===== config.mk =====
export PLATFORM = sky130hd
export DESIGN_NAME = rf_writeback_arbiter
export DESIGN_NICKNAME = d
export VERILOG_FILES = /design/src/rtl/rf_writeback_arbiter.sv
export SDC_FILE = /design/constraint.sdc
export NUM_CORES = 1
export LEC_CHECK = 0
export CORE_MARGIN = 1
export CORE_UTILIZATION = 50
export DETAILED_ROUTE_END_ITERATION = 12
export PLACE_DENSITY = 0.86
export SYNTH_ARGS = -nofsm -noshare
export SYNTH_HDL_FRONTEND = slang
export SYNTH_SLANG_ARGS = --single-unit

===== constraint.sdc =====
create_clock -name clk -period 6.5 [get_ports clk]
set_input_delay 1.95 -clock clk [delete_from_list [all_inputs] [get_ports clk]]
set_output_delay 1.95 -clock clk [all_outputs]
set_load 0.05 [all_outputs]

===== src/rtl/rf_writeback_arbiter.sv =====
// Register-file write-port arbiter: load responses beat buffered ALU results, which beat bypass.
// Optional combinational forwarding lookup is built when RF_WB_FWD_EN is defined.
module rf_writeback_arbiter #(
  parameter int XLEN  = 32,
  parameter int DEPTH = 4,
  parameter int RAW   = 5
) (
  input  logic                     clk,
  input  logic                     rst,
  input  logic                     alu_valid,
  output logic                     alu_ready,
  input  logic [RAW-1:0]           alu_rd,
  input  logic [XLEN-1:0]          alu_data,
  input  logic                     ld_issue,
  input  logic [RAW-1:0]           ld_issue_rd,
  input  logic                     ld_valid,
  input  logic [RAW-1:0]           ld_rd,
  input  logic [XLEN-1:0]          ld_data,
  output logic                     rf_we,
  output logic [RAW-1:0]           rf_addr,
  output logic [XLEN-1:0]          rf_wdata,
  output logic [31:0]              ld_busy,
  output logic [$clog2(DEPTH):0]   fifo_cnt
`ifdef RF_WB_FWD_EN
  ,
  input  logic [RAW-1:0]           q_addr,
  output logic                     q_hit,
  output logic [XLEN-1:0]          q_data
`endif
);

  localparam int PW = $clog2(DEPTH);
  localparam int CW = PW + 1;

  // ALU handshake: a transfer happens on alu_valid && alu_ready; alu_ready
  // depends only on rst and registered occupancy, never on alu_valid.
  logic [RAW-1:0]  rd_mem   [DEPTH];
  logic [XLEN-1:0] data_mem [DEPTH];
  logic [PW-1:0]   wr_ptr;
  logic [PW-1:0]   rd_ptr;

  logic alu_xfer, alu_live, ld_win, fifo_win, byp_win, push, pop;
  logic [31:0] busy_next;

  assign alu_ready = !rst && (fifo_cnt != CW'(DEPTH));
  assign alu_xfer  = alu_valid && alu_ready;
  assign alu_live  = alu_xfer && (alu_rd != '0);
  assign ld_win    = ld_valid && (ld_rd != '0);
  assign fifo_win  = !ld_win && (fifo_cnt != '0);
  assign byp_win   = !ld_win && (fifo_cnt == '0) && alu_live;
  assign push      = alu_live && !byp_win;
  assign pop       = fifo_win;

  // Set beats clear so an issue racing a response to the same rd stays busy.
  always_comb begin
    busy_next = ld_busy;
    if (ld_valid) busy_next[ld_rd] = 1'b0;
    if (ld_issue) busy_next[ld_issue_rd] = 1'b1;
    busy_next[0] = 1'b0;
  end

  always_ff @(posedge clk) begin
    if (rst) begin
      rf_we    <= 1'b0;
      rf_addr  <= '0;
      rf_wdata <= '0;
      ld_busy  <= '0;
      wr_ptr   <= '0;
      rd_ptr   <= '0;
      fifo_cnt <= '0;
    end else begin
      rf_we   <= ld_win || fifo_win || byp_win;
      ld_busy <= busy_next;
      if (ld_win) begin
        rf_addr  <= ld_rd;
        rf_wdata <= ld_data;
      end else if (fifo_win) begin
        rf_addr  <= rd_mem[rd_ptr];
        rf_wdata <= data_mem[rd_ptr];
      end else if (byp_win) begin
        rf_addr  <= alu_rd;
        rf_wdata <= alu_data;
      end
      if (push) wr_ptr <= wr_ptr + 1'b1;
      if (pop)  rd_ptr <= rd_ptr + 1'b1;
      case ({push, pop})
        2'b10:   fifo_cnt <= fifo_cnt + 1'b1;
        2'b01:   fifo_cnt <= fifo_cnt - 1'b1;
        default: fifo_cnt <= fifo_cnt;
      endcase
    end
  end

  always_ff @(posedge clk) begin
    if (push) begin
      rd_mem[wr_ptr]   <= alu_rd;
      data_mem[wr_ptr] <= alu_data;
    end
  end

`ifdef RF_WB_FWD_EN
  logic [PW-1:0] q_idx;

  // Scan oldest to youngest so the last match is the youngest; rf_* overrides.
  always_comb begin
    q_hit  = 1'b0;
    q_data = '0;
    q_idx  = '0;
    if (q_addr != '0) begin
      for (int i = 0; i < DEPTH; i++) begin
        q_idx = rd_ptr + PW'(i);
        if ((CW'(i) < fifo_cnt) && (rd_mem[q_idx] == q_addr)) begin
          q_hit  = 1'b1;
          q_data = data_mem[q_idx];
        end
      end
      if (rf_we && (rf_addr == q_addr)) begin
        q_hit  = 1'b1;
        q_data = rf_wdata;
      end
    end
  end
`endif

endmodule


==> results of run 1 <==
[cells in the final DEF, fill, tap and decap left out, types with 4 or more instances in the layout]
cell / count
o21ai_0: 32
nor3b_1: 4
nor2_1: 10
ha_1: 5
and2_2: 4
bufinv_16: 4
mux4_2: 37
inv_1: 38
clkbuf_16: 23
buf_4: 6
clkdlybuf4s50_1: 155
or3_1: 5
a21oi_1: 69
clkbuf_1: 4
a211oi_1: 7
nand3_1: 38
dfxtp_1: 76
a32o_1: 34
nand2_1: 104
clkinv_2: 4
edfxtp_1: 148
[layout make-up]
| class | instances | share of cell area (%) |
|---|---|---|
| clock buffer | 29 | 5.264 |
| inverter | 38 | 1.215 |
| clock inverter | 13 | 1.513 |
| timing repair buffer | 162 | 13.64 |
| antenna | 2 | 0.04262 |
| tap | 229 | 2.440 |
| multi-input combinational | 394 | 24.72 |
| sequential | 226 | 51.17 |
[cells by family after synthesis]
family,after synthesis,share of synthesized area (%)
xor+xnor,4,0.3791
fa+ha+maj,6,0.8935
compound gates,157,11.30
mux,39,9.246
simple gates,187,9.233
buf+inv,83,3.926
other cells,1,0.04057
flops,226,64.98
[power breakdown]
| group | total (uW) | leakage [uW] | switching, uW | internal (uW) |
|---|---|---|---|---|
| sequential | 1650 | 0.00198 | 44.9 | 1610 |
| clock | 1380 | 0.000390 | 544 | 837 |
| combinational | 818 | 0.00163 | 518 | 300 |
| total | 3850 | 0.00400 | 1110 | 2750 |
[stage by stage]
step / utilization [%] / cells / setup slack (ns)
after detailed placement: 60.70 / 1049 / 1.518
after global routing: 65.13 / 1092 / 1.487
after floorplan: - / 703 / 1.212
after CTS: 65.12 / 1091 / 1.516
final: 65.15 / 1093 / 1.511
after global placement: 60.70 / 1049 / 1.511
[per-layer routing]
layer	vias up	share of wire (%)	track usage [%]
li1	2934	-	-
met2	337	50	41.03
met4	0	3.2	10.21
met3	53	7.7	4.532
met5	-	0	0
met1	3230	39	29.66
[worst max-delay path by stage]
stage	from	to	cells after the start	slack [ns]
CTS	rst	alu_ready	3	1.52
detailed placement	rst	alu_ready	3	1.52
global placement	rst	alu_ready	3	1.51
global route	rst	alu_ready	3	1.49
floorplan	rst	alu_ready	4	1.21
finish	rst	alu_ready	3	1.51
[registers in the layout, indices dropped and copies added, names as in the netlist, named ones only]
register  flops
rd_mem       20
ld_busy      31
fifo_cnt      3
rf_wdata     32
data_mem    128
rd_ptr        2
rf_we         1
wr_ptr        2
rf_addr       5
[Yosys cell counts, types with 3 or more instances]
library cell | count | share of area [%]
nor2_1 | 10 | 0.41
inv_1 | 38 | 1.5
dfxtp_1 | 78 | 17
nor3_1 | 4 | 0.22
edfxtp_1 | 148 | 48
nor3b_1 | 4 | 0.32
buf_6 | 5 | 0.61
nand3_1 | 38 | 2.1
o21ai_0 | 32 | 1.7
ha_1 | 5 | 0.68
buf_2 | 8 | 0.43
or3_1 | 5 | 0.34
buf_1 | 4 | 0.16
nand2_1 | 104 | 4.2
a21oi_1 | 69 | 3.7
mux4_2 | 37 | 9.0
clkbuf_1 | 27 | 1.1
and3_1 | 3 | 0.20
a32o_1 | 34 | 3.7
a211oi_1 | 7 | 0.57
and2_1 | 5 | 0.34
xnor2_1 | 3 | 0.28
[worst max-delay path: stages]
cell and delay (ns):
buf_2 0.15, a21oi_1 0.12, clkdlybuf4s50_1 0.81
==> metrics.md, run 1 <==
| Metric | Value |
|---|---|
| Worst r2r src | `fifo_cnt[2]` |
| Final Hold Fails | `0` |
| Post-synth EDFFs | `148` |
| Fin. max-slew vios | `0` |
| Proportion of layout cells with a drive suffix above 1 | `11.14%` |
| Layout net count | `935` |
| Routed vias/inst | `5.996` |
| Routed vias | `6554` |
| CORE AREA | `18020 sq um` |
| Worst vdd ir | `291.4 uV` |
| Setup CP Type | `in2out` |
| Post-cts resize count | `0` |
| IO Port Bufs | `156` |
| Ports | `158` |
| DP HPWL | `13980 um` |
| FF-to-FF path depth | `9` |
| Async set-reset flop share out of synthesis | `0%` |
| Per-cell routed wire length | `20.99 um` |
| Crit path DAT | `3.04 ns` |
| Longest Clk Path Bufs | `3` |
| Pwr Total | `3853 uW` |
| CP endpoint kind | `output pin` |
| DRC Markers | `0` |
| Number of global-route vias before repair | `6515` |
| Root buf cell | `clkbuf_16` |
| Area after DPL | `10940 sq um` |
| Postcts setup bufs | `0` |
| Design area | `11740 sq um` |
| Relative slew slack | `20.74%` |
| Layout Skew | `0.01147 ns` |
| FMAX | `200.4 MHz` |
| R2R Path End | `fifo_cnt[2]` |
| CP startpoint kind | `input port` |
| P&R area growth vs syn | `27.05%` |
| Post-route antenna net violation count | `0` |
| First-pass DRT Iterations | `6` |
| Final setup TNS | `0 ns` |
| Fill cells | `1278` |
| Post-Syn Area | `9243 sq um` |
| Static Leak | `0.004001 uW` |
| Avg Synthesized Cell Area | `13.15 sq um` |
| CTS sink count | `226` |
| Die Area | `19030 sq um` |
| Overall routed net length | `22950 um` |
| Hold depth | `1` |
| Worst-skew pair later-pin latency | `0.51 ns` |
| Final hold slack | `0.4641 ns` |
| Seq/Total Area, Yosys | `64.98%` |
| Hold/Removal Path Class | `reg2reg` |
| Global-route wire length before repair | `34270 um` |
| Worst slew pin tran | `1.184 ns` |
| Final Critical Period | `4.989 ns` |
| Cts hold-fix bufs | `0` |
| Area of the multi-input gates | `2903 sq um` |
| Max-Cap Viols | `0` |
| Final period utilization | `76.75%` |
| Most used DFF post-synth | `edfxtp_1` |
| Flop and latch count out of synthesis | `226` |
| R2R Setup Slk | `3.47 ns` |
| Status | `completed` |
| GPL Wtd Cong | `0.8825` |
| Antenna violations before repair | `2` |
| Die Y-Extent | `138.0 um` |
| Final setup vio count | `0` |
| PwrDens | `328.2 nW/um^2` |
| CTS Buf Count | `23` |
| Crit path max fanout | `2` |
| H-tree levels | `1` |
| Worst hold endpoint | `rf_wdata[30]` |
| TritonCTS clock tree | `yes` |
| Net Count, Synth | `793` |
| Unrepaired setup endpoints after global routing | `false` |
| Worst path required time | `4.55 ns` |
| DR iter-0 viols | `533` |
| HP Start | `rf_wdata[30]` |
| Yosys Warn Count | `0` |
| Post-Synthesis Cells | `703` |
| Largest net degree at the start of global routing | `56` |
| Die Wd | `138.0 um` |
| Clock-pin slew on the worst setup and hold paths | `0.06 ns` |
| Register Area | `6008 sq um` |
| Synth unique cells | `52` |
| Number of placement rows | `49` |
| Total global-route track usage | `23.94%` |
| Starting Density | `51.28%` |
| Remaining Overflow, GRT | `0` |
Power figures use the tool's default switching activity.
==> run 2, diff against run 1 <==
==> constraint.sdc (replaced) <==
create_clock -name clk -period 5.1 [get_ports clk]
set_input_delay 1.53 -clock clk [delete_from_list [all_inputs] [get_ports clk]]
set_output_delay 1.53 -clock clk [all_outputs]
set_load 0.05 [all_outputs]
==> metrics.md, run 2 (synthesis gave the netlist of run 1 again) <==
| Metric | Value |
|---|---|
| Post-route antenna net violation count | `0` |
| First-pass DRT Iterations | `5` |
| Static Leak | `0.004033 uW` |
| CORE AREA | `18020 sq um` |
| DR iter-0 viols | `615` |
| HP Start | `rf_wdata[28]` |
| Postcts setup bufs | `0` |
| Status | `completed` |
| Setup CP Type | `in2reg` |
| Die Y-Extent | `138.0 um` |
| Comb pwr share | `20.6%` |
| Commonest non-fill, non-tap cells in the layout | `clkdlybuf4s50_1, edfxtp_1, nand2_1` |
| Largest net degree at the start of global routing | `49` |
| Top reg by flops | `data_mem` |
| CP endpoint kind | `flip-flop` |
| Die Area | `19030 sq um` |
| Layout Skew | `0.01976 ns` |
| Most common cell after layout, fill and taps aside | `clkdlybuf4s50_1` |
| Unrepaired setup endpoints after global routing | `false` |
| WP buf/inv | `3` |
| Worst slew pin tran | `1.166 ns` |
| Reg power frac | `42.5%` |
| CP startpoint kind | `input port` |
| Crit path DAT | `4.63 ns` |
| Dpl cells | `1052` |
| Design area | `11800 sq um` |
| P_sw | `1421 uW` |
| Fin. max-slew vios | `0` |
| Per-cell routed wire length | `21.33 um` |
| Total global-route track usage | `24.83%` |
| Area after DPL | `10960 sq um` |
| Clock power frac | `36.9%` |
| Worst r2r src | `fifo_cnt[2]` |
| H-tree levels | `1` |
| Global-route wire length before repair | `35390 um` |
| Hold/Removal Path Class | `reg2reg` |
| R2R Setup Slk | `1.92 ns` |
| Proportion of layout cells with a drive suffix above 1 | `11.46%` |
| IO Port Bufs | `156` |
| Flip-flop count of the largest register after layout | `128` |
| Post-cts resize count | `0` |
| CP startpoint | `ld_rd[2]` |
| Routed vias/inst | `6.001` |
| Max-Cap Viols | `0` |
| PwrDens | `423.7 nW/um^2` |
| GPL Wtd Cong | `0.8670` |
| FMAX | `238.5 MHz` |
| Cell mode on critical path | `or3_1` |
| Layout net count | `938` |
| Remaining Overflow, GRT | `0` |
| CTS sink count | `226` |
| Final setup TNS | `0 ns` |
| DRC Markers | `0` |
| Longest Clk Path Bufs | `3` |
| Clock-pin slew on the worst setup and hold paths | `0.07 ns` |
| Number of global-route vias before repair | `6497` |
| Cell family with most CP delay | `simple AND/OR/NAND/NOR gates` |
| Biggest regs | `data_mem: 128 flops, rf_wdata: 32 flops, ld_busy: 31 flops` |
| P&R area growth vs syn | `27.71%` |
| Crit path max fanout | `11` |
| CTS Buf Count | `23` |
| Int Power | `3580 uW` |
| Starting Density | `51.28%` |
| TritonCTS clock tree | `yes` |
| Final period utilization | `82.21%` |
| Routed vias | `6565` |
| Fill cells | `1253` |
| Area of the multi-input gates | `2903 sq um` |
| CP max stage delay | `0.69 ns` |
| Worst path required time | `5.54 ns` |
| Root buf cell | `clkbuf_16` |
| CP Cell Sequence | `clkdlybuf4s50_1 -> or3_1 -> o31ai_2 -> buf_4 -> nor3_1 -> inv_1 -> ha_1 -> fa_1 -> xnor2_1 -> or3_1 -> a21oi_1` |
| Sw Share | `28.42%` |
| Final setup vio count | `0` |
| Overall routed net length | `23340 um` |
| Antenna violations before repair | `1` |
| Register Area | `6008 sq um` |
| DP HPWL | `13920 um` |
| Finished Layout Cells | `1094` |
| Worst-skew pair later-pin latency | `0.51 ns` |
| Pwr Total | `5001 uW` |
| Critical Path Slowest Stage Cell | `clkdlybuf4s50_1` |
| Final Hold Fails | `0` |
| Die Wd | `138.0 um` |
| Cts hold-fix bufs | `0` |
| Ports | `158` |
| Worst vdd ir | `280.4 uV` |
| Final Critical Period | `4.193 ns` |
| Relative slew slack | `21.95%` |
| Number of placement rows | `49` |
run 2: power by group through the flow:
| stage | registers [uW] | clock network [uW] | logic, uW |
|---|---|---|---|
| after floorplan | 2360 | 0 | 460 |
| after detailed placement | 2160 | 0 | 1010 |
| after global placement | 2160 | 0 | 997 |
| after global routing | 2140 | 1930 | 1090 |
| final | 2120 | 1850 | 1030 |
| after CTS | 2120 | 1860 | 1030 |
run 2: layer usage:
layer / global-route usage [%] / vias to the layer above / routed length (um)
li1: - / 2930 / -
met1: 31.56 / 3221 / 8861
met5: 0 / - / 11
met4: 9.783 / 2 / 634
met3: 5.227 / 60 / 2087
met2: 41.64 / 352 / 11740
run 2: area by class of cell:
class / instances / share of cell area (%)
Clock inverter: 13 / 1.707
Antenna cell: 1 / 0.02120
Timing Repair Buffer: 165 / 13.76
Tap cell: 229 / 2.427
Clock buffer: 28 / 5.385
Sequential cell: 226 / 50.90
Inverter: 38 / 1.208
Multi-Input combinational cell: 394 / 24.59
run 2: final timing paths:
path                   to  cells past startpoint
max reg2reg   fifo_cnt[2]                     10
min          rf_wdata[28]                      1
min reg2reg  rf_wdata[28]                      1
max           fifo_cnt[2]                     11
run 2: metrics by stage:
stage / worst slack [ns] / utilization [%] / hold WS (ns)
final: 0.9073 / 65.49 / 0.4623
after global routing: 0.7755 / 65.47 / 0.4774
after CTS: 0.9496 / 65.47 / 0.4666
after detailed placement: 0.5926 / 60.83 / 0.4527
after global placement: 0.6472 / 60.83 / 0.4447
after floorplan: 0.6516 / - / 0.4781
==> run 3, diff against run 2 <==
==> constraint.sdc (replaced) <==
create_clock -name clk -period 4 [get_ports clk]
set_input_delay 1.2 -clock clk [delete_from_list [all_inputs] [get_ports clk]]
set_output_delay 1.2 -clock clk [all_outputs]
set_load 0.05 [all_outputs]
==> metrics.md, run 3 (synthesis gave the netlist of run 1 again) <==
| Metric | Value |
|---|---|
| H-tree levels | `1` |
| Routed vias/inst | `5.839` |
| Remaining Overflow, GRT | `0` |
| Hold/Removal Path Class | `reg2reg` |
| Die Area | `19030 sq um` |
| CP endpoint kind | `flip-flop` |
| Post-route antenna net violation count | `0` |
| IO Port Bufs | `156` |
| Total global-route track usage | `24.42%` |
| Proportion of layout cells with a drive suffix above 1 | `12.60%` |
| Worst slew pin tran | `1.240 ns` |
| Pwr Total | `6404 uW` |
| Routed vias | `6440` |
| Final Hold Fails | `0` |
| CP startpoint | `ld_rd[3]` |
| Worst path required time | `4.42 ns` |
| P&R area growth vs syn | `28.59%` |
| Most common cell after layout, fill and taps aside | `clkdlybuf4s50_1` |
| Met3 WL | `1638 um` |
| First-pass DRT Iterations | `6` |
| Crit path max fanout | `7` |
| Layout Skew | `0.01508 ns` |
| Max-Cap Viols | `0` |
| Number of placement rows | `49` |
| Commonest non-fill, non-tap cells in the layout | `clkdlybuf4s50_1, edfxtp_1, nand2_1` |
| Cts hold-fix bufs | `0` |
| DRC Markers | `0` |
| Static Leak | `0.004079 uW` |
| Starting Density | `51.28%` |
| Final setup vio count | `0` |
| Layout Utilization | `65.94%` |
| CORE AREA | `18020 sq um` |
| M1 WL | `9035 um` |
| Die Wd | `138.0 um` |
| Die Y-Extent | `138.0 um` |
| Setup CP Type | `in2reg` |
| DR iter-0 viols | `400` |
| R2R Setup Slk | `0.98 ns` |
| DR top layer | `met4` |
| Clock-pin slew on the worst setup and hold paths | `0.06 ns` |
| FMAX | `291.6 MHz` |
| Top reg by flops | `data_mem` |
| CTS sink count | `226` |
| Metal2 WL | `11280 um` |
| Final period utilization | `85.74%` |
| Flip-flop count of the largest register after layout | `128` |
| Crit path DAT | `3.85 ns` |
| Per-cell routed wire length | `20.47 um` |
| Worst r2r src | `fifo_cnt[0]` |
| DP HPWL | `13700 um` |
| Area after DPL | `11030 sq um` |
| Unrepaired setup endpoints after global routing | `false` |
| Layout net count | `946` |
| Status | `completed` |
| Biggest regs | `data_mem: 128 flops, rf_wdata: 32 flops, ld_busy: 31 flops` |
| Fin. max-slew vios | `0` |
| Design area | `11890 sq um` |
| Number of global-route vias before repair | `6429` |
| Relative slew slack | `17.01%` |
| Ports | `158` |
| Worst setup path end | `fifo_cnt[2]` |
| Worst-skew pair later-pin latency | `0.51 ns` |
| Largest net degree at the start of global routing | `67` |
| R2R Path End | `fifo_cnt[2]` |
| Postcts setup bufs | `0` |
| Worst vdd ir | `355.3 uV` |
| CP startpoint kind | `input port` |
| Post-cts resize count | `0` |
| Global-route wire length before repair | `34760 um` |
| Final Critical Period | `3.430 ns` |
| CTS Buf Count | `23` |
| Final setup TNS | `0 ns` |
| FF-to-FF path depth | `9` |
| Antenna violations before repair | `1` |
| Root buf cell | `clkbuf_16` |
| Overall routed net length | `22570 um` |
| Longest Clk Path Bufs | `3` |
| GPL Wtd Cong | `0.8732` |
| PwrDens | `538.9 nW/um^2` |
| TritonCTS clock tree | `yes` |
-- run 3: cell types whose count changed in the layout (fill, tap and decap cells not counted) --
cell,change
buf_4,+8
clkinv_4,-1
bufinv_16,+1
clkbuf_1,-1
inv_6,+1
clkdlybuf4s50_1,-1
clkbuf_16,-1
buf_12,+1
clkinvlp_2,+2
-- run 3: worst min-delay path by stage --
stage / start / end / slack [ns] / cells past startpoint
after floorplan: wr_ptr[0] / wr_ptr[0] / 0.48 / 2
after global placement: rf_wdata[30] / rf_wdata[30] / 0.45 / 1
after detailed placement: rf_wdata[27] / rf_wdata[27] / 0.46 / 1
after CTS: rf_addr[4] / rf_addr[4] / 0.47 / 1
after global routing: rf_addr[4] / rf_addr[4] / 0.49 / 1
final: rf_addr[4] / rf_addr[4] / 0.47 / 1
-- run 3: metrics by stage --
stage | cells | hold WS (ns) | setup slack, ns
floorplan | 703 | 0.4781 | 0.2116
global placement | 1060 | 0.4470 | 0.2798
detailed placement | 1060 | 0.4572 | 0.1455
CTS | 1102 | 0.4727 | 0.6096
global route | 1102 | 0.4881 | 0.3991
finish | 1103 | 0.4685 | 0.5704
-- run 3: report_power, final --
| group | switching, uW | internal (uW) |
|---|---|---|
| registers | 91.0 | 2610 |
| clock network | 887 | 1480 |
| logic | 827 | 501 |
| total | 1810 | 4600 |
-- run 3: cell type report --
type / count / area, sq um
Antenna cell: 1 / 2.502
Tap cell: 229 / 286.5
Inverter: 38 / 142.6
Multi-Input combinational cell: 394 / 2903
Sequential cell: 226 / 6008
Clock buffer: 26 / 606.8
Timing Repair Buffer: 173 / 1694
Fill cell: 1278 / 6140
Clock inverter: 16 / 241.5
-- run 3: per-layer routing --
metal / vias to the layer above / GRT usage (%)
met4: 0 / 8.454
met2: 287 / 41.81
met1: 3153 / 31.03
met5: - / 0
li1: 2957 / -
met3: 43 / 4.715
-- run 3: worst max-delay path, cell delays in order --
cell and delay, ns:
clkdlybuf4s50_1 0.61, or3_1 0.21, o31ai_2 0.09, nor3_1 0.34, inv_1 0.10, ha_1 0.25, fa_1 0.38, xnor2_1 0.15
or3_1 0.34, a21oi_1 0.17
